--- config.mk ---
export PLATFORM = sky130hd
export DESIGN_NAME = ram_dual_port_flat
export DESIGN_NICKNAME = d
export VERILOG_FILES = /design/src/rtl/ram_dual_port_if.sv /design/src/rtl/ram_dual_port.sv /design/src/flat_wrapper.sv
export SDC_FILE = /design/constraint.sdc
export NUM_CORES = 1
export LEC_CHECK = 0
export CAP_MARGIN = 15
export CORE_UTILIZATION = 40
export DETAILED_ROUTE_END_ITERATION = 8
export PLACE_DENSITY = 0.58
export SYNTH_ARGS = -nofsm -noshare
export SYNTH_HDL_FRONTEND = slang
export SYNTH_SLANG_ARGS = --single-unit
--- constraint.sdc ---
create_clock -name clk -period 2.7 [get_ports clk]
set_clock_uncertainty 0.15 [all_clocks]
set_input_delay 0.405 -clock clk [delete_from_list [all_inputs] [get_ports clk]]
set_output_delay 0.405 -clock clk [all_outputs]
set_load 0.02 [all_outputs]
--- src/rtl/ram_dual_port_if.sv ---
// Bus bundle for the dual-port scratch RAM: one write port, one read port,
// plus the post-reset clear status flag.
interface ram_dual_port_if #(
  parameter int DATA_WIDTH = 8,
  parameter int ADDR_WIDTH = 6
);
  logic [DATA_WIDTH-1:0] data;
  logic [DATA_WIDTH-1:0] q;
  logic [ADDR_WIDTH-1:0] read_addr;
  logic [ADDR_WIDTH-1:0] write_addr;
  logic                  we;
  logic                  init_busy;

  modport master (
    output data, read_addr, write_addr, we,
    input  q, init_busy
  );

  modport slave (
    input  data, read_addr, write_addr, we,
    output q, init_busy
  );
endinterface

--- src/rtl/ram_dual_port.sv ---
// Simple dual-port synchronous RAM (one write port, one read port, one clock).
// After every reset a sequencer walks the whole array writing zeros, so the
// contents are deterministic before the first user access.
//
// state | meaning
// ------+--------------------------------------------------------------
// INIT  | clearing mem[ptr] each cycle; user writes ignored, q held at 0
// READY | normal operation: read-first registered read, enabled write
module ram_dual_port #(
  parameter int DATA_WIDTH = 8,
  parameter int ADDR_WIDTH = 6
) (
  input  logic           clk,
  input  logic           rst,
  ram_dual_port_if.slave bus
);

  localparam int DEPTH = 2 ** ADDR_WIDTH;
  localparam logic [ADDR_WIDTH-1:0] PTR_LAST = '1;
  localparam logic [ADDR_WIDTH-1:0] PTR_ONE  = ADDR_WIDTH'(1);

  typedef enum logic {
    INIT  = 1'b0,
    READY = 1'b1
  } state_t;

  state_t                state;
  state_t                next_state;
  logic [ADDR_WIDTH-1:0] ptr;
  logic [ADDR_WIDTH-1:0] next_ptr;
  logic                  busy_q;
  logic                  next_busy;
  logic [DATA_WIDTH-1:0] q_q;

  logic                  mem_we;
  logic [ADDR_WIDTH-1:0] mem_waddr;
  logic [DATA_WIDTH-1:0] mem_wdata;

  logic [DATA_WIDTH-1:0] mem [DEPTH];

  // State, clear pointer and busy flag registers.
  always_ff @(posedge clk) begin
    if (rst) begin
      state  <= INIT;
      ptr    <= '0;
      busy_q <= 1'b1;
    end else begin
      state  <= next_state;
      ptr    <= next_ptr;
      busy_q <= next_busy;
    end
  end

  // Next-state logic and write-port steering (clear sequencer vs. user port).
  always_comb begin
    next_state = state;
    next_ptr   = ptr;
    next_busy  = busy_q;
    mem_we     = 1'b0;
    mem_waddr  = bus.write_addr;
    mem_wdata  = bus.data;
    unique case (state)
      INIT: begin
        mem_we    = 1'b1;
        mem_waddr = ptr;
        mem_wdata = '0;
        next_ptr  = ptr + PTR_ONE;
        if (ptr == PTR_LAST) begin
          next_state = READY;
          next_busy  = 1'b0;
        end
      end
      READY: begin
        mem_we = bus.we;
      end
      default: begin
        next_state = INIT;
      end
    endcase
    // Contents are left alone during the reset cycle itself.
    if (rst) begin
      mem_we = 1'b0;
    end
  end

  // Storage array; no reset so it maps onto plain RAM.
  always_ff @(posedge clk) begin
    if (mem_we) begin
      mem[mem_waddr] <= mem_wdata;
    end
  end

  // Registered read: old contents win on a same-address collision because
  // the array update above is non-blocking.
  always_ff @(posedge clk) begin
    if (rst || state == INIT) begin
      q_q <= '0;
    end else begin
      q_q <= mem[bus.read_addr];
    end
  end

  assign bus.q         = q_q;
  assign bus.init_busy = busy_q;

endmodule

--- src/flat_wrapper.sv ---
// flat-port wrapper written by rule: the top's interface ports become plain ports
module ram_dual_port_flat 
#(
  parameter int DATA_WIDTH = 8,
  parameter int ADDR_WIDTH = 6
)
  (clk, rst, bus_data, bus_read_addr, bus_write_addr, bus_we, bus_q, bus_init_busy);
  ram_dual_port_if #(.DATA_WIDTH(DATA_WIDTH), .ADDR_WIDTH(ADDR_WIDTH)) bus_i ();
  input  logic clk;
  input  logic rst;
  input wire logic [$bits(bus_i.data)-1:0] bus_data;
  input wire logic [$bits(bus_i.read_addr)-1:0] bus_read_addr;
  input wire logic [$bits(bus_i.write_addr)-1:0] bus_write_addr;
  input wire logic [$bits(bus_i.we)-1:0] bus_we;
  output wire logic [$bits(bus_i.q)-1:0] bus_q;
  output wire logic [$bits(bus_i.init_busy)-1:0] bus_init_busy;
  assign bus_i.data = bus_data;
  assign bus_i.read_addr = bus_read_addr;
  assign bus_i.write_addr = bus_write_addr;
  assign bus_i.we = bus_we;
  assign bus_q = bus_i.q;
  assign bus_init_busy = bus_i.init_busy;
  ram_dual_port #(.DATA_WIDTH(DATA_WIDTH), .ADDR_WIDTH(ADDR_WIDTH)) u_core (.clk(clk), .rst(rst), .bus(bus_i));
endmodule
After elaboration in Yosys (flattened, before gate mapping)
Memories as Yosys holds them, arrays and structs flattened. A register that Yosys moved wholly into a read port is not among the register bits. Index checks and enable logic that the tools add are counted.

Flip-flop bits (word level): 8. RAM bits: 512. Input port bits: 23. Output and inout port bits: 9. Logic and storage cells: 17. Memories: 1.

Add/sub/neg operators: 1. Equal/unequal tests: 1. Mux-type cells: 8. Bitwise logic cells: 1. Reduce and logical (&&, ||, !) cells: 2.

Memory list: u_core.mem (words 64, bits a word 8, read ports 1, clocked after Yosys merged registers in 1, write ports 1, line ram_dual_port.sv:39) `logic [DATA_WIDTH-1:0] mem [DEPTH];`.

Operators with widths (count): two-way mux 8 bit (1); adder 6 x 1 -> 6 bit (second input constant) (1); equality test 6 bit (second input constant) (1); two-way mux 6 bit (1); two-way mux 1 bit (5); case mux 1 bit (2 select lines) (1); AND reduction 2 bit (1); logical OR 1 bit (1); NOT 1 bit (1).

Longest topological paths before layout
Gate-level depths: netlist of the first run.

Word-level depth: 5. Mapped depth: 10. Depth with buffers taken out: 5.

Worst setup path after synthesis of the first run
No wires, ideal clock.

Kind: flip-flop to flip-flop. Start point: reg u_core.state. End point: mem u_core.mem[41][0], enable pin. Library setup time: 370 ps. Arrival time: 1910 ps. Data required time: 2180 ps. Slack: 269 ps. Stages on the path, launching flop included: 7. Buffers on the path: 2. Clock period less this slack: 2431 ps. Cell sequence: dfxtp_1 > buf_2 > clkbuf_1 > nand2_1 > a2111oi_0 > nand3_1 > nor2_1.

Cells in the longest elaborated chain, start to end: 5. Elaborated cells between the ends (all ways): 6. Those cells by class: mux: 5; bitwise: 1.

RTL lines: start, declared (line ram_dual_port.sv:27) `state_t state;`; start signal, assigned (line ram_dual_port.sv:48) `state <= next_state;`; NOT 1 bit (line ram_dual_port.sv:62) `unique case (state)`; case mux 1 bit (2 select lines) (line ram_dual_port.sv:62); two-way mux 1 bit (line ram_dual_port.sv:81) `if (rst) begin`; two-way mux 1 bit (line ram_dual_port.sv:88) `if (mem_we) begin`; two-way mux 1 bit (implied by the code) (line ram_dual_port.sv:89) `mem[mem_waddr] <= mem_wdata;`; end, declared (line ram_dual_port.sv:39).

Several ways; a longest one is shown, not always the timed one.

Final worst setup path of the first run
Start point: reg u_core.state. End point: mem u_core.mem[40][1], enable pin.

Same word-level chain as after synthesis.

==> results.ini, run 1 <==
[place]
dp.final_hpwl_mm = 32.0
placement.io_buffers = 31
gp_routability_congestion = 0.828

[power]
power.share.combinational = 0.042
power.switching_w = 0.00344
total_power_w = 0.0171
leakage_power_of_the_design_nw = 8.53
powerDensity_nw_per_um2 = 691
sequential_power_share = 0.519
worst_ir_drop_vdd_mv = 0.440
internal_power_w = 0.0137
clock_power_share = 0.439
p_sw_frac = 0.201

[worst_setup_path]
worst_reg_to_reg_setup_slack_ns = 0.32
critical_path_arrival_ns = 2.53
path_cells = buf_4 > nand2_1 > a2111oi_0 > buf_4 > nand3_1 > nor2_1 > buf_4
timing.critical_path.mode_cell = buf_4
worst-r2r-cell-count = 7
setup.worst_path.end_class = flip-flop
critPathLaunchType = flip-flop
cpMaxStageDelayCell = a2111oi_0
path_max_fanout = 25
critical_path_required_time_ns = 2.85
cp_slowest_stage_delay_ns = 0.44
worstSetupPathType = flip-flop to flip-flop
r2r-start = u_core.state
crit-reg2reg-capture = u_core.mem[40][1]

[job]
max-cap-violations = 0

[sta]
max_slew.worst_pin.slew_ns = 0.733
final_setup_tns_ns = 0
setup_viol_count_final = 0
worst_slew_margin_rel = 0.511
fin_crit_sh = 0.882
final_period_minus_worst_setup_slack_ns = 2.38
max_freq_mhz = 420
timing_hold_violations_final = 0
rsz0062_at_grt = false
final_max_slew_viol_count = 0

[clocking]
cts.htree.levels = 2
cts_tree = yes
cts_inserted_buffers = 53
clock_sinks = 528
clockBufferDepth = 3
register_clock_pin_slew_on_the_reported_worst_setup_and_hold_paths_ns = 0.06
cts_root_buffer = clkbuf_16
clkLatencyLatePin_ns = 0.60
ctsHoldBuffers = 0
cts_resized = 0
cts_setup_buffers = 0

[final_layout]
area.growth.synth_to_final_pct = 19.2
antenna_cells = 0
final_net_count = 1231
regArea_um2 = 15700
nFillCells = 4217
drive_above_1_share = 0.291
area_of_combinational_cells_with_multiple_inputs_um2 = 4750

[yosys]
yosys.cell_types.count = 48
share_of_synthesized_flip_flops_with_an_asynchronous_set_or_reset = 0
syn_nets = 1049
yosys_most_used_dff = edfxtp_1
syn_avg_cell_area_um2 = 20.3
number_of_cells_produced_by_synthesis = 1025
yosysWarnings = 0
synth_edf_count = 512
netlist_top_cells_area = edfxtp_1 (74%), mux4_2 (13%), nor2_1 (1.7%)
synth-seq-area-share = 0.755
yosys.cell_count.top_type = edfxtp_1
synth.cells.most_frequent = edfxtp_1 (512), mux4_2 (120), nor2_1 (92), nand2_1 (42), mux2i_1 (28)
ys_ff_latch = 528
post_synth_instance_area_um2 = 20800
synth_area_leader_cell = edfxtp_1
synth.top_cell.area_share = 0.740

[grt]
globalRouteOverflowTotal = 0
initial_antenna_violation_count = 0
grt_first_pass_wirelength_mm = 73.7
groute.usage.overall = 0.194
number_of_global_route_vias_before_repair = 10636
grt_max_degree = 65

[status]
outcome = complete, no violations

[floorplan]
die_y_um = 230
die_area_um2 = 52900
initial_utilization = 0.405
number_of_i_o_pins = 32
core-area_um2 = 51300
horizontal_extent_of_the_die_um = 230
core.rowCount = 83

[route]
routed-via-count = 10585
drt.antenna.violating_nets = 0
detailedRoute.firstIterationViolations = 1329
detail_route.wl_per_cell_um = 26.2
post-route-drc-count = 0
detailedRoute.firstPassIterationCount = 5
route.detailed.vias_per_inst = 5.49
finalWirelength_mm = 50.5

[min_path]
hold_path_startpoint = u_core.bus.init_busy
holdCritPathClass = flip-flop to flip-flop
holdPathEnd = u_core.bus.init_busy
min_delay_path_depth = 2

[worst max-delay path by stage]
stage | cells past startpoint | slack [ns] | to | start
floorplan | 6 | 0.27 | u_core.mem[41][0] | u_core.state
global placement | 7 | 0.02 | u_core.mem[40][3] | bus_write_addr[4]
detailed placement | 7 | 0.03 | u_core.mem[40][1] | bus_write_addr[4]
CTS | 7 | 0.32 | u_core.mem[40][2] | u_core.state
global route | 7 | 0.13 | u_core.mem[40][7] | u_core.state
finish | 7 | 0.32 | u_core.mem[40][1] | u_core.state
[layout by cell type, fill, tap and decap left out, types with 3 or more instances in the layout]
master | Yosys | layout
o21ai_0 | 17 | 17
edfxtp_1 | 512 | 512
o211ai_1 | 4 | 4
clkbuf_1 | 16 | 11
inv_1 | 7 | 7
o41ai_1 | 3 | 3
buf_12 | 2 | 20
nand2b_1 | 14 | 14
nand3_1 | 9 | 9
a221oi_1 | 5 | 5
buf_4 | 5 | 129
o22a_1 | 3 | 3
nor2_1 | 92 | 92
mux4_1 | 11 | 11
mux4_2 | 120 | 120
clkbuf_16 | 0 | 55
a211oi_1 | 4 | 4
a31oi_1 | 3 | 3
clkinv_2 | 0 | 9
or3b_2 | 3 | 3
nor3_1 | 7 | 7
clkinv_1 | 0 | 5
clkbuf_8 | 0 | 3
and2_2 | 0 | 8
dfxtp_1 | 16 | 16
o2bb2ai_1 | 3 | 3
bufinv_16 | 0 | 7
clkdlybuf4s50_1 | 0 | 28
nand2_1 | 42 | 42
nor2b_1 | 11 | 11
a2111oi_0 | 3 | 3
mux2i_1 | 28 | 28
a21oi_1 | 6 | 6
o22ai_1 | 16 | 16
[worst max-delay path: cells and delay by family (launching register included)]
| family | cells | cell delay (ns) |
|---|---|---|
| buffers and inverters | 3 | 0.65 |
| and+or+nand+nor | 3 | 0.45 |
| AOI/OAI and AO/OA | 1 | 0.44 |
| DFF | 1 | 0.39 |
[logic make-up after synthesis]
| group | Yosys count | share of synthesized area |
|---|---|---|
| AO/OA/AOI/OAI | 77 | 0.0253 |
| XOR/XNOR | 4 | 0.00169 |
| adder cells (fa/ha/maj) | 1 | 0.000602 |
| buffers and inverters | 59 | 0.0165 |
| flip-flops | 528 | 0.755 |
| multiplexers | 161 | 0.159 |
| AND/OR/NAND/NOR | 195 | 0.0421 |
[final cells by class]
| type | count | share of cell area |
|---|---|---|
| Clock buffer | 69 | 0.0589 |
| Clock inverter | 26 | 0.0128 |
| Inverter | 7 | 0.00106 |
| Multi-Input combinational cell | 438 | 0.192 |
| Sequential cell | 528 | 0.634 |
| Tap cell | 680 | 0.0343 |
| Timing Repair Buffer | 179 | 0.0675 |
[sequential cells by signal, indices dropped and copies added (netlist names)]
name / count
u_core.bus.q: 8
u_core.state: 1
u_core.mem: 512
u_core.ptr: 6
u_core.bus.init_busy: 1
[through the flow]
| stage | setup slack (ns) | instances | hold slack (ns) | utilization | instance area [um2] |
|---|---|---|---|---|---|
| floorplan | 0.269 | 1025 | 0.344 | - | 20800 |
| global placement | 0.0187 | 1832 | 0.318 | 0.448 | 23000 |
| detailed placement | 0.0302 | 1832 | 0.314 | 0.448 | 23000 |
| CTS | 0.323 | 1927 | 0.327 | 0.483 | 24800 |
| global route | 0.126 | 1927 | 0.375 | 0.483 | 24800 |
| finish | 0.317 | 1927 | 0.327 | 0.483 | 24800 |
[layer usage]
layer,vias up,global-route usage,wire length (um)
met5,-,0,0
met3,69,0.0311,3310
met1,5562,0.272,21500
met4,0,0.0550,1260
met2,370,0.314,24400
li1,4584,-,-
[power by group through the flow]
stage                     Clock [W]  Sequential [W]  Combinational (W)
after floorplan                   0         0.00906           0.000436
after global placement            0         0.00906           0.000727
after detailed placement          0         0.00906           0.000728
after CTS                   0.00766         0.00889           0.000731
after global routing        0.00795         0.00889           0.000763
final                       0.00752         0.00889           0.000723
Power figures use the tool's default switching activity.
==> inputs of run 2 (changes only) <==
--- a/config.mk
+++ b/config.mk
@@ -9,5 +9,6 @@
 export CORE_UTILIZATION = 40
 export DETAILED_ROUTE_END_ITERATION = 8
-export PLACE_DENSITY = 0.58
+export DONT_BUFFER_PORTS = 1
+export PLACE_DENSITY = 0.57
 export SYNTH_ARGS = -nofsm -noshare
 export SYNTH_HDL_FRONTEND = slang
==> constraint.sdc (replaced) <==
create_clock -name clk -period 2.7 [get_ports clk]
set_clock_uncertainty 0.15 [all_clocks]
set_input_delay 0.54 -clock clk [delete_from_list [all_inputs] [get_ports clk]]
set_output_delay 0.54 -clock clk [all_outputs]
set_load 0.02 [all_outputs]
==> run 2 against run 1 <==
  * Flip-flop and latch count did not move
  * Register-to-register slack gained 0.06 ns
  * Global-route usage is essentially flat
  * Critical path depth is 1 lower
  * Critical endpoint is now u_core.mem[41][6]
==> results.ini, run 2 (synthesized netlist as in run 1, its figures left out) <==
[final_layout]
final_net_count = 1167  ; was 1231
layout.cells.non_filler = 1867  ; was 1927
area.growth.synth_to_final_pct = 15.5  ; was 19.2%
drive_above_1_share = 0.271  ; was 0.291
mostFrequentLayoutCell = edfxtp_1  ; unchanged
highest_count_cells_in_the_layout_ignoring_fill_and_taps = edfxtp_1 (512), mux4_2 (120), buf_4 (106), nor2_1 (92), clkbuf_16 (55)  ; was edfxtp_1 (512), buf_4 (129), mux4_2 (120), nor2_1 (92), clkbuf_16 (55)
final_util = 0.468  ; was 0.483
largest-register = u_core.mem  ; unchanged
layout.cell_area.non_filler_um2 = 24000  ; was 24800 um2
largest_reg_flops = 512  ; unchanged
antenna_cells = 0  ; unchanged

[power]
sequential_power_share = 0.537  ; was 0.519
internal_power_w = 0.0133  ; was 0.0137 W
power.share.combinational = 0.028  ; was 0.042
p_sw_frac = 0.195  ; was 0.201
worst_ir_drop_vdd_mv = 0.484  ; was 0.440 mV
leakage_power_of_the_design_nw = 8.15  ; was 8.53 nW
powerDensity_nw_per_um2 = 690  ; was 691 nW/um2
clock_power_share = 0.435  ; was 0.439
power.switching_w = 0.00323  ; was 0.00344 W

[place]
placedInstanceArea_um2 = 22200  ; was 23000 um2
placement.io_buffers = 0  ; was 31
dp.final_hpwl_mm = 30.7  ; was 32.0 mm
gp_routability_congestion = 0.836  ; was 0.828
dp.cells = 1765  ; was 1832

[grt]
initial_antenna_violation_count = 0  ; unchanged
number_of_global_route_vias_before_repair = 10666  ; was 10.6k
grt_first_pass_wirelength_mm = 73.4  ; was 73.7 mm
grt_max_degree = 122  ; was 65
groute.usage.overall = 0.194  ; about the same
globalRouteOverflowTotal = 0  ; unchanged

[status]
outcome = complete, no violations  ; unchanged

[route]
post-route-drc-count = 0  ; unchanged
detail_route.wl_per_cell_um = 26.9  ; was 26.2 um
finalWirelength_mm = 50.2  ; was 50.5 mm
route.detailed.vias_per_inst = 5.51  ; was 5.49
routed-via-count = 10284  ; was 10.6k
detailedRoute.firstPassIterationCount = 5  ; unchanged
detailedRoute.firstIterationViolations = 1031  ; was 1329
drt.antenna.violating_nets = 0  ; unchanged

[floorplan]
initial_utilization = 0.405  ; unchanged
die_y_um = 230  ; unchanged
number_of_i_o_pins = 32  ; unchanged
core-area_um2 = 51300  ; unchanged
horizontal_extent_of_the_die_um = 230  ; unchanged
die_area_um2 = 52900  ; unchanged
core.rowCount = 83  ; unchanged

[clocking]
cts_tree = yes  ; unchanged
clockBufferDepth = 3  ; unchanged
cts.htree.levels = 2  ; unchanged
cts_inserted_buffers = 53  ; unchanged
clkLatencyLatePin_ns = 0.59  ; was 0.60 ns
cts_root_buffer = clkbuf_16  ; unchanged
clock_sinks = 528  ; unchanged
register_clock_pin_slew_on_the_reported_worst_setup_and_hold_paths_ns = 0.06  ; about the same

[worst_setup_path]
critPathLaunchType = flip-flop  ; unchanged
path_max_fanout = 34  ; was 25
crit-reg2reg-capture = u_core.mem[41][6]  ; was u_core.mem[40][1]
worst-r2r-cell-count = 6  ; was 7
setup.worst_path.end_class = flip-flop  ; unchanged
worstSetupPathType = flip-flop to flip-flop  ; unchanged
critical_path_required_time_ns = 2.84  ; was 2.85 ns
r2r-start = u_core.state  ; unchanged
worst_reg_to_reg_setup_slack_ns = 0.38  ; was 0.32 ns
critical_path_arrival_ns = 2.46  ; was 2.53 ns

[sta]
setup_viol_count_final = 0  ; unchanged
final_setup_tns_ns = 0  ; unchanged
rsz0062_at_grt = false  ; unchanged
max_freq_mhz = 431  ; was 420 MHz
max_slew.worst_pin.slew_ns = 0.632  ; was 0.733 ns
timing_hold_violations_final = 0  ; unchanged
final_period_minus_worst_setup_slack_ns = 2.32  ; was 2.38 ns
worst_slew_margin_rel = 0.574  ; was 0.511
final_max_slew_viol_count = 0  ; unchanged
fin_crit_sh = 0.860  ; was 0.882

[min_path]
holdCritPathClass = primary input to flip-flop  ; was flip-flop to flip-flop
hold_path_startpoint = bus_read_addr[4]  ; was u_core.bus.init_busy
holdPathEnd = u_core.bus.q[6]  ; was u_core.bus.init_busy
min_delay_path_depth = 2  ; unchanged

[job]
max-cap-violations = 0  ; unchanged

[run 2: cell types whose count changed in the layout (fill, tap and decap cells not counted), moves of 2 or more]
cell             previous run  this run
dlygate4sd3_1               0         2
clkinv_1                    5         8
buf_6                       2         0
clkdlybuf4s50_1            28         0
buf_4                     129       106
clkbuf_1                   11        16
bufinv_16                   7         4
buf_12                     20         7
[run 2: worst max-delay path, cell delays in order, from the launching register on]
cell and delay, ns:
dfxtp_1 0.37, buf_4 0.31, nand2_1 0.16, a2111oi_2 0.46, nand3_1 0.23, nor2_1 0.15, buf_4 0.18
[run 2: worst max path at each step]
stage / startpoint / end / slack, ns / cells past startpoint
after global placement: bus_write_addr[4] / u_core.mem[43][4] / 0.03 / 5
after detailed placement: bus_write_addr[4] / u_core.mem[40][6] / 0.003 / 5
final: u_core.state / u_core.mem[41][6] / 0.38 / 6
after global routing: u_core.state / u_core.mem[41][5] / 0.19 / 6
after floorplan: u_core.state / u_core.mem[41][0] / 0.27 / 6
after CTS: u_core.state / u_core.mem[41][6] / 0.009 / 6
[run 2: layer usage]
layer,track usage,vias to the layer above,wire length [um]
li1,-,4449,-
met1,0.268,5446,21400
met2,0.320,322,24700
met3,0.0293,67,3050
met4,0.0522,0,996
met5,0,-,0
[run 2: cell type report]
class	count	area (um2)
tap	680	851
multi-input combinational	438	4760
fill	4311	27300
clock inverter	25	230
timing repair buffer	115	956
clock buffer	74	1480
sequential	528	15700
inverter	7	26.3
[run 2: timing repair]
item	4_1_cts	5_1_grt
endpoints found under the setup margin	0	64
hold buffers	2	0
setup buffers	0	0
hold endpoints to repair	9	0
gates resized for setup	0	2
[run 2: power by group through the flow]
stage	registers [W]	clock network, W	logic (W)
after detailed placement	0.00906	0	0.000461
after floorplan	0.00906	0	0.000436
after global placement	0.00906	0	0.000460
final	0.00889	0.00721	0.000465
after CTS	0.00889	0.00736	0.000467
after global routing	0.00889	0.00764	0.000488
[run 2: per-stage QoR]
stage | power, W | hold WS [ns] | setup WS [ns]
after floorplan | 0.00949 | 0.344 | 0.269
after global placement | 0.00952 | 0.363 | 0.0268
after detailed placement | 0.00953 | 0.381 | 0.00312
after CTS | 0.0167 | 0.00135 | 0.00916
after global routing | 0.0170 | 0.0371 | 0.187
final | 0.0166 | 0.0425 | 0.379
==> inputs of run 3 (changes only) <==
Settings changed: MAX_ROUTING_LAYER set to met4.
==> run 3 against run 2 <==
  * Cell count unchanged
  * Setup slack worse by 0.011 ns
  * Via count up 0.67%
  * Largest cell class unchanged
==> results.ini, run 3 (synthesized netlist as in run 1, its figures left out) <==
[grt]
globalRouteOverflowTotal = 0  ; unchanged
groute.usage.overall = 0.200  ; was 0.194
grt_max_degree = 122  ; unchanged
initial_antenna_violation_count = 0  ; unchanged
grt_first_pass_wirelength_mm = 73.6  ; was 73.4 mm
number_of_global_route_vias_before_repair = 10659  ; about the same

[power]
internal_power_w = 0.0133  ; about the same
power.switching_w = 0.00325  ; was 0.00323 W
sequential_power_share = 0.536  ; was 0.537
powerDensity_nw_per_um2 = 691  ; was 690 nW/um2
p_sw_frac = 0.196  ; was 0.195
leakage_power_of_the_design_nw = 8.15  ; unchanged
power.share.combinational = 0.028  ; about the same
clock_power_share = 0.436  ; was 0.435
worst_ir_drop_vdd_mv = 0.488  ; was 0.484 mV

[worst_setup_path]
timing.critical_path.mode_cell = buf_4  ; unchanged
critPathLaunchType = flip-flop  ; unchanged
cp_endpoint = u_core.mem[42][0]  ; was u_core.mem[41][6]
cpMaxStageDelayCell = a2111oi_2  ; unchanged
worst-r2r-cell-count = 6  ; unchanged
timing.critical_path.from = u_core.state  ; unchanged
worst_reg_to_reg_setup_slack_ns = 0.37  ; was 0.38 ns
critical_path_required_time_ns = 2.84  ; about the same
critical_path_arrival_ns = 2.47  ; was 2.46 ns
crit_buf_inv = 2  ; unchanged
worstSetupPathType = flip-flop to flip-flop  ; unchanged
crit-reg2reg-capture = u_core.mem[42][0]  ; was u_core.mem[41][6]
path_max_fanout = 34  ; unchanged
setup.worst_path.end_class = flip-flop  ; unchanged
r2r-start = u_core.state  ; unchanged
path_depth = 6  ; unchanged
cp_slowest_stage_delay_ns = 0.47  ; was 0.46 ns
critPathTopFamily = simple AND/OR/NAND/NOR gates  ; unchanged
path_cells = buf_4 > nand2_1 > a2111oi_2 > nand3_1 > nor2_1 > buf_4  ; unchanged

[final_layout]
highest_count_cells_in_the_layout_ignoring_fill_and_taps = edfxtp_1 (512), mux4_2 (120), buf_4 (106), nor2_1 (92), clkbuf_16 (55)  ; unchanged
regArea_um2 = 15700  ; unchanged
final_net_count = 1167  ; unchanged
area.growth.synth_to_final_pct = 15.5  ; unchanged
area_of_combinational_cells_with_multiple_inputs_um2 = 4760  ; unchanged
antenna_cells = 0  ; unchanged
nFillCells = 4311  ; unchanged
drive_above_1_share = 0.271  ; unchanged
mostFrequentLayoutCell = edfxtp_1  ; unchanged
largest_reg_flops = 512  ; unchanged
largest-register = u_core.mem  ; unchanged

[clocking]
cts_setup_buffers = 0  ; unchanged
cts_root_buffer = clkbuf_16  ; unchanged
register_clock_pin_slew_on_the_reported_worst_setup_and_hold_paths_ns = 0.06  ; about the same
cts_tree = yes  ; unchanged
cts.htree.levels = 2  ; unchanged
cts_inserted_buffers = 53  ; unchanged
clock_sinks = 528  ; unchanged
clkLatencyLatePin_ns = 0.60  ; was 0.59 ns
clockBufferDepth = 3  ; unchanged

[route]
drt.antenna.violating_nets = 0  ; unchanged
detail_route.wl_per_cell_um = 26.9  ; about the same
post-route-drc-count = 0  ; unchanged
routed-via-count = 10353  ; was 10.3k
detailedRoute.firstPassIterationCount = 5  ; unchanged
route.detailed.vias_per_inst = 5.55  ; was 5.51
detailedRoute.firstIterationViolations = 1063  ; was 1031
finalWirelength_mm = 50.3  ; was 50.2 mm

[job]
max-cap-violations = 0  ; unchanged

[floorplan]
core.rowCount = 83  ; unchanged
horizontal_extent_of_the_die_um = 230  ; unchanged
initial_utilization = 0.405  ; unchanged
die_y_um = 230  ; unchanged
core-area_um2 = 51300  ; unchanged
number_of_i_o_pins = 32  ; unchanged
die_area_um2 = 52900  ; unchanged

[sta]
worst_slew_margin_rel = 0.564  ; was 0.574
final_period_minus_worst_setup_slack_ns = 2.33  ; was 2.32 ns
fin_crit_sh = 0.864  ; was 0.860
hold_slack_ns = 0.0383  ; was 0.0425 ns
timing_hold_violations_final = 0  ; unchanged
max_freq_mhz = 429  ; was 431 MHz
max_slew.worst_pin.slew_ns = 0.646  ; was 0.632 ns
setup_viol_count_final = 0  ; unchanged
rsz0062_at_grt = false  ; unchanged
final_setup_tns_ns = 0  ; unchanged
final_max_slew_viol_count = 0  ; unchanged

[place]
placement.io_buffers = 0  ; unchanged
dp.final_hpwl_mm = 30.7  ; unchanged
gp_routability_congestion = 0.849  ; was 0.836

[min_path]
holdCritPathClass = primary input to flip-flop  ; unchanged

[status]
outcome = complete, no violations  ; unchanged

run 3: cell counts in the layout (fill, tap and decap cells not counted):
Identical to the previous run, type by type.
run 3: worst register-to-register path: stages, from the launching register on:
cell	delay [ns]
dfxtp_1	0.36
buf_4	0.31
nand2_1	0.17
a2111oi_2	0.47
nand3_1	0.23
nor2_1	0.15
buf_4	0.18
run 3: worst min path at each step:
| stage | startpoint | end | slack, ns | cells after the start |
|---|---|---|---|---|
| finish | bus_read_addr[3] | u_core.bus.q[0] | 0.04 | 2 |
| global route | bus_read_addr[3] | u_core.bus.q[0] | 0.04 | 2 |
| CTS | bus_read_addr[4] | u_core.bus.q[6] | 0.001 | 2 |
| detailed placement | u_core.ptr[4] | u_core.ptr[4] | 0.38 | 2 |
| global placement | u_core.ptr[4] | u_core.ptr[4] | 0.36 | 2 |
| floorplan | u_core.ptr[4] | u_core.ptr[4] | 0.34 | 2 |
run 3: cell type report:
cell class	instances	area share
clock buffers	74	0.0616
clock inverters	25	0.00959
inverters	7	0.00109
multi-input cells	438	0.198
flip-flops and latches	528	0.654
well taps	680	0.0355
repair buffers	115	0.0398
run 3: per-stage QoR:
stage          utilization  total power (W)  cells  worst slack, ns  area (um2)
2_1_floorplan            -          0.00949   1025            0.269       20800
6_report             0.468           0.0166   1867            0.368       24000
3_5_place_dp         0.434          0.00953   1765          0.00312       22200
5_1_grt              0.468           0.0170   1867            0.184       24000
4_1_cts              0.467           0.0167   1866          0.00916       24000
3_3_place_gp         0.434          0.00952   1765           0.0268       22200
run 3: per-layer routing:
metal  global-route usage  vias up  part of all wire  wire length [um]
met2                0.321      322              0.49             24800
met4               0.0517        0             0.019               935
met1                0.269     5515              0.43             21700
li1                     -     4448                 -                 -
met5                    -        -                 0                 0
met3               0.0280       68             0.057              2870
run 3: power by group through the flow:
stage / Combinational [W] / Sequential (W) / Clock [W]
6_report: 0.000466 / 0.00889 / 0.00723
5_1_grt: 0.000487 / 0.00889 / 0.00764
4_1_cts: 0.000467 / 0.00889 / 0.00736
3_5_place_dp: 0.000461 / 0.00906 / 0
3_3_place_gp: 0.000460 / 0.00906 / 0
2_1_floorplan: 0.000436 / 0.00906 / 0
run 3: what timing repair did:
action	in CTS	in global routing
endpoints found under the setup margin	0	64
gates resized for setup	0	2
endpoints found under the hold margin	9	0
hold buffers	2	0
